===== src/rtl/serial_word_collector.sv =====
// Reassembles LSB-first serial frames into WIDTH-bit words for the parallel datapath.
// Output register is separate from the shift register; overrun/frame_err are sticky.
module serial_word_collector #(
    parameter int WIDTH = 8,
    parameter int CNT_W = $clog2(WIDTH)
) (
    input  logic             clk,
    input  logic             areset,
    input  logic             bit_valid,
    input  logic             bit_in,
    input  logic             frame_start,
    output logic [WIDTH-1:0] word_out,
    output logic             word_valid,
    input  logic             word_ready,
    output logic             overrun,
    output logic             frame_err,
    input  logic             flag_clr
);

    typedef enum logic {S_IDLE, S_COLLECT} state_t;

    // Count holds bits already collected; the bit arriving at LAST completes the word.
    localparam logic [CNT_W-1:0] LAST = CNT_W'(WIDTH - 1);

    state_t           r_state, w_state_nxt;
    logic [CNT_W-1:0] r_cnt, w_cnt_nxt;
    logic [WIDTH-1:0] r_shift, w_shift_nxt, w_shifted, w_first;
    logic [WIDTH-1:0] r_word;
    logic             r_valid, r_ovr, r_ferr;
    logic             w_done, w_ferr_set, w_ovr_set;

    assign w_shifted = {bit_in, r_shift[WIDTH-1:1]};
    assign w_first   = {bit_in, {(WIDTH-1){1'b0}}};

    always_ff @(posedge clk or posedge areset) begin
        if (areset) begin
            r_state <= S_IDLE;
            r_cnt   <= '0;
            r_shift <= '0;
        end else begin
            r_state <= w_state_nxt;
            r_cnt   <= w_cnt_nxt;
            r_shift <= w_shift_nxt;
        end
    end

    always_comb begin
        w_state_nxt = r_state;
        w_cnt_nxt   = r_cnt;
        w_shift_nxt = r_shift;
        w_done      = 1'b0;
        w_ferr_set  = 1'b0;
        case (r_state)
            S_IDLE: begin
                if (bit_valid && frame_start) begin
                    w_shift_nxt = w_first;
                    w_cnt_nxt   = CNT_W'(1);
                    w_state_nxt = S_COLLECT;
                end
            end
            S_COLLECT: begin
                if (bit_valid) begin
                    if (frame_start) begin
                        // Truncated frame: drop the partial word, this bit becomes bit 0.
                        w_shift_nxt = w_first;
                        w_cnt_nxt   = CNT_W'(1);
                        w_ferr_set  = 1'b1;
                    end else if (r_cnt == LAST) begin
                        w_shift_nxt = w_shifted;
                        w_cnt_nxt   = '0;
                        w_done      = 1'b1;
                        w_state_nxt = S_IDLE;
                    end else begin
                        w_shift_nxt = w_shifted;
                        w_cnt_nxt   = r_cnt + 1'b1;
                    end
                end
            end
            default: w_state_nxt = S_IDLE;
        endcase
    end

    assign w_ovr_set = w_done && r_valid && !word_ready;

    always_ff @(posedge clk or posedge areset) begin
        if (areset) begin
            r_word  <= '0;
            r_valid <= 1'b0;
            r_ovr   <= 1'b0;
            r_ferr  <= 1'b0;
        end else begin
            if (w_done && (!r_valid || word_ready)) begin
                r_word  <= w_shifted;
                r_valid <= 1'b1;
            end else if (r_valid && word_ready) begin
                r_valid <= 1'b0;
            end
            // Set has priority over a coincident clear.
            if (w_ovr_set)     r_ovr <= 1'b1;
            else if (flag_clr) r_ovr <= 1'b0;
            if (w_ferr_set)    r_ferr <= 1'b1;
            else if (flag_clr) r_ferr <= 1'b0;
        end
    end

    assign word_out   = r_word;
    assign word_valid = r_valid;
    assign overrun    = r_ovr;
    assign frame_err  = r_ferr;

endmodule


===== config.mk =====
export PLATFORM = sky130hd
export DESIGN_NAME = serial_word_collector
export DESIGN_NICKNAME = d
export VERILOG_FILES = /design/src/rtl/serial_word_collector.sv
export SDC_FILE = /design/constraint.sdc
export NUM_CORES = 1
export LEC_CHECK = 0
export ABC_AREA = 1
export BUFFER_PORTS_ARGS = -buffer_cell sky130_fd_sc_hd__buf_2
export CORE_MARGIN = 2
export CORE_UTILIZATION = 52
export DETAILED_ROUTE_END_ITERATION = 10
export PLACE_DENSITY = 0.85
export SETUP_SLACK_MARGIN = 0.5
export SYNTH_ARGS = -nofsm -noshare
export SYNTH_HDL_FRONTEND = slang
export SYNTH_SLANG_ARGS = --single-unit

===== constraint.sdc =====
create_clock -name clk -period 1.55 [get_ports clk]
set_clock_uncertainty 0.15 [all_clocks]
set_input_delay 0.155 -clock clk [delete_from_list [all_inputs] [get_ports clk]]
set_output_delay 0.155 -clock clk [all_outputs]
set_load 0.005 [all_outputs]

After elaboration in Yosys (flattened, before gate mapping)
Cells that the tools add are included.

Add/subtract/negate cells: 1. Multiply operators: 0. Div/mod/pow operators: 0. Magnitude comparators: 0. Equality and inequality tests: 3. Shift-type cells: 0. Muxes and demuxes: 26. Bitwise logic cells: 1. Reduce and logical (&&, ||, !) cells: 12.

Operator list (number): $mux W1 (16); $mux W8 (2); $pmux W8 S2 (1); $mux W3 (4); $mux W7 (1); $pmux W3 S2 (1); $reduce_bool A2 Y1 (3); $logic_and A1 B1 Y1 (5); $ne A2 B2 Y1 const B (2); $add A3 B1 Y3 const B (1); $eq A3 B3 Y1 const B (1); $logic_not A1 Y1 (2); $pmux W1 S2 (1); $reduce_and A2 Y1 (1); $logic_or A1 B1 Y1 (1); $not A1 Y1 (1).

Bits in registers: 23. Latch bits: 0. Memory bits (writable): 0. ROM bits: 0. Bits of input ports: 7. Output and inout port bits: 11. Memories kept: 0.

Depth between registers and ports, before layout
Gate-level depths: netlist of run 1.

Depth in word-level cells: 8. Gate-level depth with buffers: 6.

Least setup slack after synthesis of run 1
OpenSTA, ideal clock, no wires.

Path kind: register to register. Start: register r_cnt[0]. End: register r_cnt[0]. Arrival time: 1.182 ns. Slack: 0.149 ns. Cell stages (with the launch flop): 7. Buffers on the path: 1. Cell sequence: dfrtp_1 > ha_1 > ha_1 > clkbuf_1 > nor2_1 > nand3_1 > nand3_1.

Longest elaborated chain between the ends: 5. Elaborated cells on any way between the ends: 6.

Ends and longest elaborated chain: from (decl) (line 26) `logic [CNT_W-1:0] r_cnt, w_cnt_nxt;`; from (signal assigned) (line 42) `r_cnt <= w_cnt_nxt;`; $add A3 B1 Y3 or $eq A3 B3 Y1 (tied branches) (line 75, 68); $mux W3 * (line 68) `end else if (r_cnt == LAST) begin`; $mux W3 * (line 63) `if (frame_start) begin`; $mux W3 * (line 62) `if (bit_valid) begin`; $pmux W3 S2 * (line 53) `case (r_state)`.

Every way passes the cells marked *; elsewhere a longest branch is shown, timed or not. The select of a mux whose other input is x is not followed. A chain may end at the register's enable or synchronous reset.

Worst setup path in the final report of run 1
Start: register r_cnt[1]. End: register r_word[1] (netlist: word_out[1]).

Longest elaborated chain between the ends: 6.

Ends and longest elaborated chain: $eq A3 B3 Y1 (line 68); $mux W1 (line 68); $mux W1 (line 63); $mux W1 (line 62); $mux W1 (line 53); $logic_and A1 B1 Y1 (line 92) `if (w_done && (!r_valid || word_ready)) begin`; to (signal assigned) (line 93) `r_word <= w_shifted;`; to (decl) (line 28) `logic [WIDTH-1:0] r_word;`.

Every way passes these cells.

==> results of run 1 <==
[state kept, by name, indices dropped and copies added, names as in the netlist]
register    flops
r_state         1
word_valid      1
overrun         1
frame_err       1
word_out        8
r_shift         7
r_cnt           3
[stage by stage]
| step | instances | util (%) | cell area, µm² |
|---|---|---|---|
| after CTS | 149 | 76.7 | 1290 |
| after floorplan | 96 | - | 938 |
| after global routing | 155 | 81.2 | 1370 |
| final | 155 | 81.2 | 1370 |
| after detailed placement | 130 | 61.5 | 1040 |
| after global placement | 130 | 61.5 | 1040 |
[layer usage]
metal / up-vias / global-route usage (%) / share of wire (%)
li1: 398 / - / -
met1: 436 / 29.3 / 37
met2: 65 / 41.4 / 51
met5: - / 0 / 0
met3: 14 / 2.78 / 8.1
met4: 0 / 13.1 / 4.3
[cells by family (layout without fill, tap and decap cells)]
logic type	Yosys count	in the layout	share of synthesized area, %
flip-flops	22	22	60.3
AND/OR/NAND/NOR	51	51	25.8
AO/OA/AOI/OAI	8	8	5.07
adder cells (fa/ha/maj)	2	2	2.74
buffers and inverters	13	55	6.17
[report_power, final]
group	internal, mW	switching, mW	total, mW
Combinational	0.104	0.118	0.222
Clock	0.261	0.180	0.441
Sequential	0.606	0.0246	0.630
Total	0.971	0.322	1.29
[cell type report]
cell class	count	area, µm²	share of cell area [%]
Clock buffer	3	22.5	1.64
Clock inverter	1	30.0	2.19
Inverter	10	42.5	3.10
Multi-Input combinational cell	61	408	29.7
Sequential cell	22	551	40.1
Tap cell	17	21.3	1.55
Timing Repair Buffer	41	297	21.6
[synthesized netlist by cell type (all sizes together)]
master  number
nand4        8
o21ai        3
nand3        7
buf          1
nand2       34
ha           2
inv         10
clkbuf       2
nor2         2
dfrtp       22
o22ai        5
[path summary, 6_finish.rpt]
check / from / to / slack (ns) / cells after the start
max: r_cnt[1] / word_out[1] / 0.15 / 5
min: bit_valid / r_cnt[0] / 0.07 / 3
max reg2reg: r_cnt[1] / word_out[1] / 0.15 / 5
min reg2reg: word_out[4] / word_out[4] / 0.34 / 2
max in group asynchronous: areset / r_shift[6] / 0.77 / 4
min in group asynchronous: areset / overrun / 0.27 / 4
[timing repair]
action | CTS | global route
hold buffers | 5 | 0
setup buffers | 10 | 6
pin swaps | 11 | 5
setup endpoints to repair | 32 | 32
gates resized for setup | 22 | 9
endpoints found under the hold margin | 26 | 0
[worst max-delay path, stage by stage (launching register included)]
cell and delay [ns]:
dfrtp_1 0.42, ha_2 0.21, ha_4 0.20, buf_6 0.14, nand4_1 0.10, nand2_1 0.08
==> results.sh, run 1 <==
export IMPL_outcome="finished, final reports clean"
export IMPL_crit_type="flop to flop"
export IMPL_grt_pass1_wl_mm=3.56
export IMPL_first_pass_iters=4
export IMPL_slew_headroom_pct=81.7
export IMPL_drc_errors=0
export IMPL_fin_hold_ws_ns=0.0729
export IMPL_fin_nets=148
export IMPL_ys_seq_area_share_pct=60.3
export IMPL_ios=18
export IMPL_endpoint_kind="flop"
export IMPL_drt_total_wl_mm=2.99
export IMPL_chipHeight_um=45.9
export IMPL_path_clk_slew_ns=0.12
export IMPL_first_global_vias=784
export IMPL_core_um2=1690
export IMPL_cts_max_level=1
export IMPL_clock_latency_ns=0.31
export IMPL_drive_above_1_share_pct=44.2
export IMPL_wire_per_inst_um=19.3
export IMPL_globalplace_congestion=0.769
export IMPL_yosysTopAreaCell="dfrtp_1"
export IMPL_avgSynthCellArea_um2=9.51
export IMPL_dp_hpwl_mm=1.12
export IMPL_ir_drop_mv=0.767
export IMPL_cts_path_max_buffers=2
export IMPL_power_density_nw_per_um2=943
export IMPL_ys_warn_count=0
export IMPL_syn_cell_area_um2=913
export IMPL_final_max_slew_viol_count=0
export IMPL_fmax_ghz=0.712
export IMPL_grt_start_max_net_pins=23
export IMPL_setup_ws_ns=0.145
export IMPL_syn_inst=96
export IMPL_place_ws_ns=0.224
export IMPL_cts_made_buffers=3
export IMPL_rsz0062_at_grt="true"
export IMPL_hold_path_class="primary input to flop"
export IMPL_worst_slew_pin_slew_ns=0.274
export IMPL_syn2layout_area_growth_pct=50.1
export IMPL_tns_ns=0
export IMPL_die_x_um=45.9
export IMPL_fillers=84
export IMPL_antenna_found_initial=0
export IMPL_synth_top_area_share_pct=60.3
export IMPL_finalHoldViolations=0
export IMPL_synth_seq_cells=22
export IMPL_grtUsageTotal_pct=24.2
export IMPL_drt_iter0_drc=60
export IMPL_period_share_pct=90.6
export IMPL_finalSetupViolCount=0
export IMPL_die_area_um2=2110
export IMPL_fin_crit_ns=1.40
export IMPL_startpoint_type="flop"
export IMPL_cts_root_buf="clkbuf_4"
export IMPL_overflow=0
export IMPL_vias=913
export IMPL_post_drt_via_cell_ratio=5.89
export IMPL_final_cell_mix="26 x nand2_1, 22 x dfrtp_1, 17 x buf_2, 14 x buf_4, 9 x inv_1"
export IMPL_cts_tree="yes"
export IMPL_ant_nets=0
export IMPL_cts_sinks=22
export IMPL_synth_cell_types=15
export IMPL_cp_required_ns=1.61
export IMPL_antenna_cells=0
export IMPL_numPortBuffers=17
export IMPL_rows=15
export IMPL_start_util_pct=54.1
export IMPL_drv_cap=0
export IMPL_synth_nets=105
export IMPL_fin_total_pwr_mw=1.29
export IMPL_power_leakage_nw=0.744
export IMPL_yosys_top_cells_area="dfrtp_1 60%, nand2_1 14%, nand4_1 5.5%"
export IMPL_arrival_ns=1.46
export IMPL_critPathMaxFanout=7
export IMPL_final_common_cell="nand2_1"
Power figures use the tool's default switching activity.
==> run 2: changes to the inputs <==
Settings changed: SETUP_SLACK_MARGIN 0.5 to default.
==> run 2 against run 1 <==
  * Combinational power fell by 45%
  * Non-clock buffer count fell by 16
  * Routed wire length fell by 45%
  * Final cell count fell by 10%
  * Worst setup slack got worse by 0.029 ns
  * Core utilization fell by 15 points
  * Clock power fell by 3%
  * Count of clock-buffer cells in the layout did not move
  * Die area did not move
  * Critical path depth did not move
  * Sequential share of layout area rose by 8.9 points
==> results.sh, run 2 (synthesized netlist as in run 1, its figures left out) <==
export IMPL_finalHoldViolations=0
export IMPL_vias=736
export IMPL_arrival_ns=1.49
export IMPL_critPathMaxFanout=8
export IMPL_cts_path_max_buffers=2
export IMPL_crit_top_cell="ha_1"
export IMPL_grt_start_max_net_pins=14
export IMPL_drt_total_wl_mm=1.64
export IMPL_die_area_um2=2110
export IMPL_antenna_found_initial=0
export IMPL_power_leakage_nw=0.630
export IMPL_syn2layout_area_growth_pct=23.0
export IMPL_largest_reg_flops=8
export IMPL_cts_sinks=22
export IMPL_outcome="finished, final reports clean"
export IMPL_final_common_cell="nand2_1"
export IMPL_cts_root_buf="clkbuf_4"
export IMPL_fin_hold_ws_ns=0.0146
export IMPL_final_cell_mix="33 x nand2_1, 22 x dfrtp_1, 17 x buf_2, 10 x inv_1, 8 x nand4_1"
export IMPL_cp_required_ns=1.61
export IMPL_rows=15
export IMPL_crit_type="flop to flop"
export IMPL_core_um2=1690
export IMPL_antenna_cells=0
export IMPL_fmax_ghz=0.697
export IMPL_ant_nets=0
export IMPL_tns_ns=0
export IMPL_cts_max_level=1
export IMPL_fin_crit_ns=1.43
export IMPL_slew_headroom_pct=74.3
export IMPL_final_max_slew_viol_count=0
export IMPL_drv_cap=0
export IMPL_rsz0062_at_grt="false"
export IMPL_post_drt_via_cell_ratio=5.29
export IMPL_crit_chain="ha_1 -> ha_1 -> buf_4 -> nand4_1 -> nand2_1"
export IMPL_cts_resized=0
export IMPL_die_x_um=45.9
export IMPL_slowest_delay_ns=0.41
export IMPL_drt_iter0_drc=35
export IMPL_drc_errors=0
export IMPL_dp_hpwl_mm=1.21
export IMPL_power_density_nw_per_um2=1040
export IMPL_min_from="frame_start"
export IMPL_finalSetupViolCount=0
export IMPL_grt_pass1_wl_mm=2.62
export IMPL_first_pass_iters=4
export IMPL_r2r_start="r_cnt[0]"
export IMPL_path_clk_slew_ns=0.12
export IMPL_wire_per_inst_um=11.8
export IMPL_period_share_pct=92.5
export IMPL_cts_tree="yes"
export IMPL_cts_made_buffers=3
export IMPL_hold_path_class="primary input to flop"
export IMPL_worst_slew_pin_slew_ns=0.384
export IMPL_ir_drop_mv=0.482
export IMPL_globalplace_congestion=0.770
export IMPL_numPortBuffers=17
export IMPL_chipHeight_um=45.9
export IMPL_startpoint_type="flop"
export IMPL_clock_latency_ns=0.30
export IMPL_ios=18
export IMPL_fin_nets=132
export IMPL_grtUsageTotal_pct=17.4
export IMPL_cp_startpoint="r_cnt[0]"
export IMPL_worst_path_max_delay_cell="dfrtp_1"
export IMPL_cts_setup_buffers=0
export IMPL_cp_num_buf_inv=1
export IMPL_endpoint_kind="flop"
export IMPL_critical_path_top_delay_family="adder cells"
export IMPL_drive_above_1_share_pct=23.0
export IMPL_overflow=0
export IMPL_first_global_vias=645
export IMPL_start_util_pct=54.1
-- run 2: cell count changes in the layout (fill, tap and decap cells not counted), moves of 2 or more --
| cell | delta |
|---|---|
| nand2_4 | -4 |
| o22ai_1 | +5 |
| nand2_2 | -3 |
| o22ai_2 | -5 |
| ha_1 | +2 |
| nand2_1 | +7 |
| o21ai_2 | -2 |
| buf_6 | -5 |
| buf_4 | -10 |
-- run 2: per-stage QoR --
stage               cells  power [mW]  instance area [µm²]  setup slack, ns  util (%)
finish                139        1.17                 1120            0.116      66.5
global route          139        1.22                 1120           0.0323      66.5
CTS                   139        1.19                 1120            0.116      66.5
detailed placement    131       0.749                 1030            0.138      61.0
global placement      131       0.743                 1030            0.162      61.0
floorplan              96       0.706                  913            0.149         -
-- run 2: power by group --
group	total [mW]	leakage, nW	internal [mW]	switching (mW)
Combinational	0.123	0.308	0.0524	0.0702
Sequential	0.625	0.294	0.606	0.0195
Clock	0.426	0.0279	0.261	0.165
Total	1.17	0.630	0.919	0.255
-- run 2: final timing paths --
kind | endpoint | slack (ns) | depth (start not counted)
max | word_out[3] | 0.12 | 5
min | r_cnt[1] | 0.01 | 4
max in group asynchronous | r_cnt[1] | 0.53 | 4
min in group asynchronous | word_out[0] | 0.23 | 3
max reg2reg | word_out[3] | 0.12 | 5
min reg2reg | word_out[5] | 0.33 | 2
-- run 2: final cells by class --
class / count / area, µm²
clock buffers: 3 / 22.5
clock inverters: 1 / 30.0
fillers: 119 / 566
inverters: 10 / 37.5
multi-input cells: 61 / 307
flip-flops and latches: 22 / 551
well taps: 17 / 21.3
repair buffers: 25 / 155
-- run 2: routing by layer --
| metal | part of all wire (%) | vias up | global-route usage, % | wire length [µm] |
|---|---|---|---|---|
| li1 | - | 371 | - | - |
| met1 | 47 | 347 | 24.1 | 780 |
| met2 | 48 | 16 | 26.7 | 795 |
| met3 | 2.8 | 2 | 1.19 | 46 |
| met4 | 1.2 | 0 | 10.3 | 20 |
| met5 | 0 | - | 0 | 0 |
-- run 2: what timing repair did --
item | 4_1_cts | 5_1_grt
endpoints found under the setup margin | 0 | 0
hold endpoints to repair | 14 | 0
hold buffers | 4 | 0
-- run 2: tightest hold or removal path, stage by stage --
cell	delay, ns
buf_2	0.12
nor2_4	0.06
nand2_1	0.05
nand2_1	0.04
==> run 3: changes to the inputs <==
Settings changed: ABC_AREA 1 to default, CORE_MARGIN 2 to 3, TNS_END_PERCENT from default to 50.
==> run 3 against run 2 <==
  * The run now ends with setup timing left
  * Worst setup slack got worse by 0.15 ns
  * Critical path type unchanged
  * Register-to-register slack lost 0.15 ns
  * Global-route usage down 0.29 points
  * Die area is 13% higher
  * Combinational power grew 62%
  * Design area grew 3.8%
  * Via count down 12%
  * Sequential share of layout area down 1.8 points
==> results.sh, run 3 <==
export IMPL_grt_pass1_wl_mm=3.17
export IMPL_rows=14
export IMPL_r2r_start="r_cnt[1]"
export IMPL_drt_total_wl_mm=1.76
export IMPL_endpoint_kind="flop"
export IMPL_start_util_pct=59.2
export IMPL_dr_wl_met2_um=872
export IMPL_syn2layout_area_growth_pct=22.3
export IMPL_globalplace_congestion=0.709
export IMPL_drv_cap=0
export IMPL_ir_drop_mv=0.665
export IMPL_die_x_um=48.8
export IMPL_yosys_area_share_simple_pct=7.48
export IMPL_critPathMaxFanout=8
export IMPL_power_density_nw_per_um2=948
export IMPL_drive_above_1_share_pct=45.5
export IMPL_cts_resized=0
export IMPL_worst_slew_pin_slew_ns=0.268
export IMPL_met1_length_um=812
export IMPL_postSynth_asyncResetShare_pct=100
export IMPL_cts_made_buffers=3
export IMPL_path_clk_slew_ns=0.11
export IMPL_period_share_pct=102
export IMPL_crit_type="flop to flop"
export IMPL_synth_xor_area_share_pct=0
export IMPL_cts_root_buf="clkbuf_4"
export IMPL_postPlaceCellArea_um2=1110
export IMPL_post_drt_via_cell_ratio=5.26
export IMPL_startpoint_type="flop"
export IMPL_antenna_cells=0
export IMPL_ant_nets=0
export IMPL_min_from="word_ready"
export IMPL_final_max_slew_viol_count=0
export IMPL_synth_edf_count=0
export IMPL_fin_util_pct=72.4
export IMPL_outcome="finished with violations"
export IMPL_overflow=0
export IMPL_slew_headroom_pct=82.1
export IMPL_routed_top_layer="met3"
export IMPL_fin_hold_ws_ns=0.0215
export IMPL_syn_inst=72
export IMPL_synth_common_cells="22 x dfrtp_1, 8 x mux2_4, 6 x inv_1, 6 x nand2_1, 5 x a22o_2"
export IMPL_yosys_area_share_adder_pct=2.62
export IMPL_first_global_vias=661
export IMPL_finalHoldViolations=0
export IMPL_core_um2=1610
export IMPL_cp_required_ns=1.59
export IMPL_synth_top_family_by_area="multiplexers"
export IMPL_synthMuxAreaShare_pct=13.8
export IMPL_largest_reg_flops=8
export IMPL_synth_seq_cells=22
export IMPL_synth_cell_types=20
export IMPL_dp_hpwl_mm=1.34
export IMPL_fmax_ghz=0.630
export IMPL_yosysTopAreaCell="dfrtp_1"
export IMPL_avgSynthCellArea_um2=13.2
export IMPL_antenna_found_initial=0
export IMPL_ys_seq_area_share_pct=57.7
export IMPL_ys_flop_type="dfrtp_1"
export IMPL_ys_warn_count=0
export IMPL_hold_path_class="primary input to flop"
export IMPL_clock_latency_ns=0.29
export IMPL_synth_compound_area_share_pct=12.9
export IMPL_yosysMostFrequentCell="dfrtp_1"
export IMPL_yosys_top_cells_area="dfrtp_1 58%, mux2_4 13%, a22o_2 5.2%"
export IMPL_ios=18
export IMPL_synth_nets=81
export IMPL_synth_top_area_share_pct=57.7
export IMPL_fin_area_um2=1170
export IMPL_place_ws_ns=-0.0256
export IMPL_numPortBuffers=17
export IMPL_syn_cell_area_um2=953
export IMPL_setup_ws_ns=-0.0374
export IMPL_cts_path_max_buffers=2
export IMPL_power_leakage_nw=0.594
export IMPL_drt_iter0_drc=8
export IMPL_vias=647
export IMPL_cts_sinks=22
export IMPL_cts_tree="yes"
export IMPL_cts_max_level=1
export IMPL_failed_checks="setup timing"
export IMPL_grtUsageTotal_pct=17.1
export IMPL_wire_per_inst_um=14.3
export IMPL_cp_startpoint="r_cnt[1]"
export IMPL_grt_start_max_net_pins=23
export IMPL_final_common_cell="dfrtp_1"
export IMPL_first_pass_iters=4
export IMPL_fin_nets=110
export IMPL_fin_crit_ns=1.59
export IMPL_finalSetupViolCount=8
export IMPL_final_cell_mix="22 x dfrtp_1, 17 x buf_2, 8 x mux2_4, 8 x buf_4"
export IMPL_drc_errors=0
export IMPL_die_area_um2=2380
export IMPL_chipHeight_um=48.8
export IMPL_rsz0062_at_grt="true"
export IMPL_arrival_ns=1.63
export IMPL_wl_met3_um=76
==> run 3: cell count changes after synthesis, moves of 2 or more <==
cell,before,now
nand2_1,33,6
mux2_4,0,8
nand4_1,8,0
a22o_2,0,5
inv_1,10,6
nand3_1,6,3
o21a_1,0,2
==> run 3: report_power, final <==
part / total [mW] / internal [mW] / switching, mW
Combinational: 0.199 / 0.116 / 0.0835
Clock: 0.244 / 0.0905 / 0.154
Sequential: 0.662 / 0.625 / 0.0375
Total: 1.11 / 0.831 / 0.275
==> run 3: worst paths after layout <==
| path | cells past startpoint | end | slack (ns) |
|---|---|---|---|
| worst max-delay path | 4 | word_out[4] | -0.04 |
| max in group asynchronous | 4 | r_state | 0.77 |
| worst max register to register | 4 | word_out[4] | -0.04 |
| worst min register to register | 1 | word_out[2] | 0.37 |
| min in group asynchronous | 4 | word_out[3] | 0.27 |
| worst min-delay path | 3 | word_valid | 0.02 |
==> run 3: layout make-up <==
| type | count | area (µm²) |
|---|---|---|
| multi-input cells | 40 | 365 |
| fillers | 122 | 445 |
| repair buffers | 28 | 175 |
| clock buffers | 3 | 22.5 |
| flip-flops and latches | 22 | 551 |
| inverters | 6 | 22.5 |
| well taps | 24 | 30.0 |
==> run 3: kinds of logic (layout without fill, tap and decap cells) <==
logic type,count (synthesis),in the layout
AO/OA/AOI/OAI,16,16
adder cells (fa/ha/maj),2,2
buffers and inverters,10,37
flip-flops,22,22
multiplexers,9,9
AND/OR/NAND/NOR,13,13
==> run 3: through the flow <==
step | std cells | total power, mW | setup TNS, ns
5_1_grt | 123 | 1.18 | -0.390
6_report | 123 | 1.11 | -0.263
2_1_floorplan | 72 | 0.787 | 0
3_3_place_gp | 116 | 0.848 | 0
3_5_place_dp | 116 | 0.863 | -0.157
4_1_cts | 123 | 1.12 | -0.144
==> run 3: worst max-delay path, stage by stage (launching register included) <==
cell,delay [ns]
dfrtp_1,0.40
ha_2,0.21
ha_4,0.13
and3_4,0.28
mux2_4,0.32
==> run 3: metal layers <==
layer  track usage, %  up-vias
li1                 -      310
met1             23.5      321
met2             27.8       16
met3             3.36        0
met4             4.27        0
met5                0        -
==> run 3: timing repair <==
item / 4_1_cts / 5_1_grt
hold buffers: 3 / 0
setup buffers: 1 / 0
setup endpoints to repair: 8 / 8
gates cloned: 0 / 0
pin swaps: 1 / 0
endpoints found under the hold margin: 26 / 0
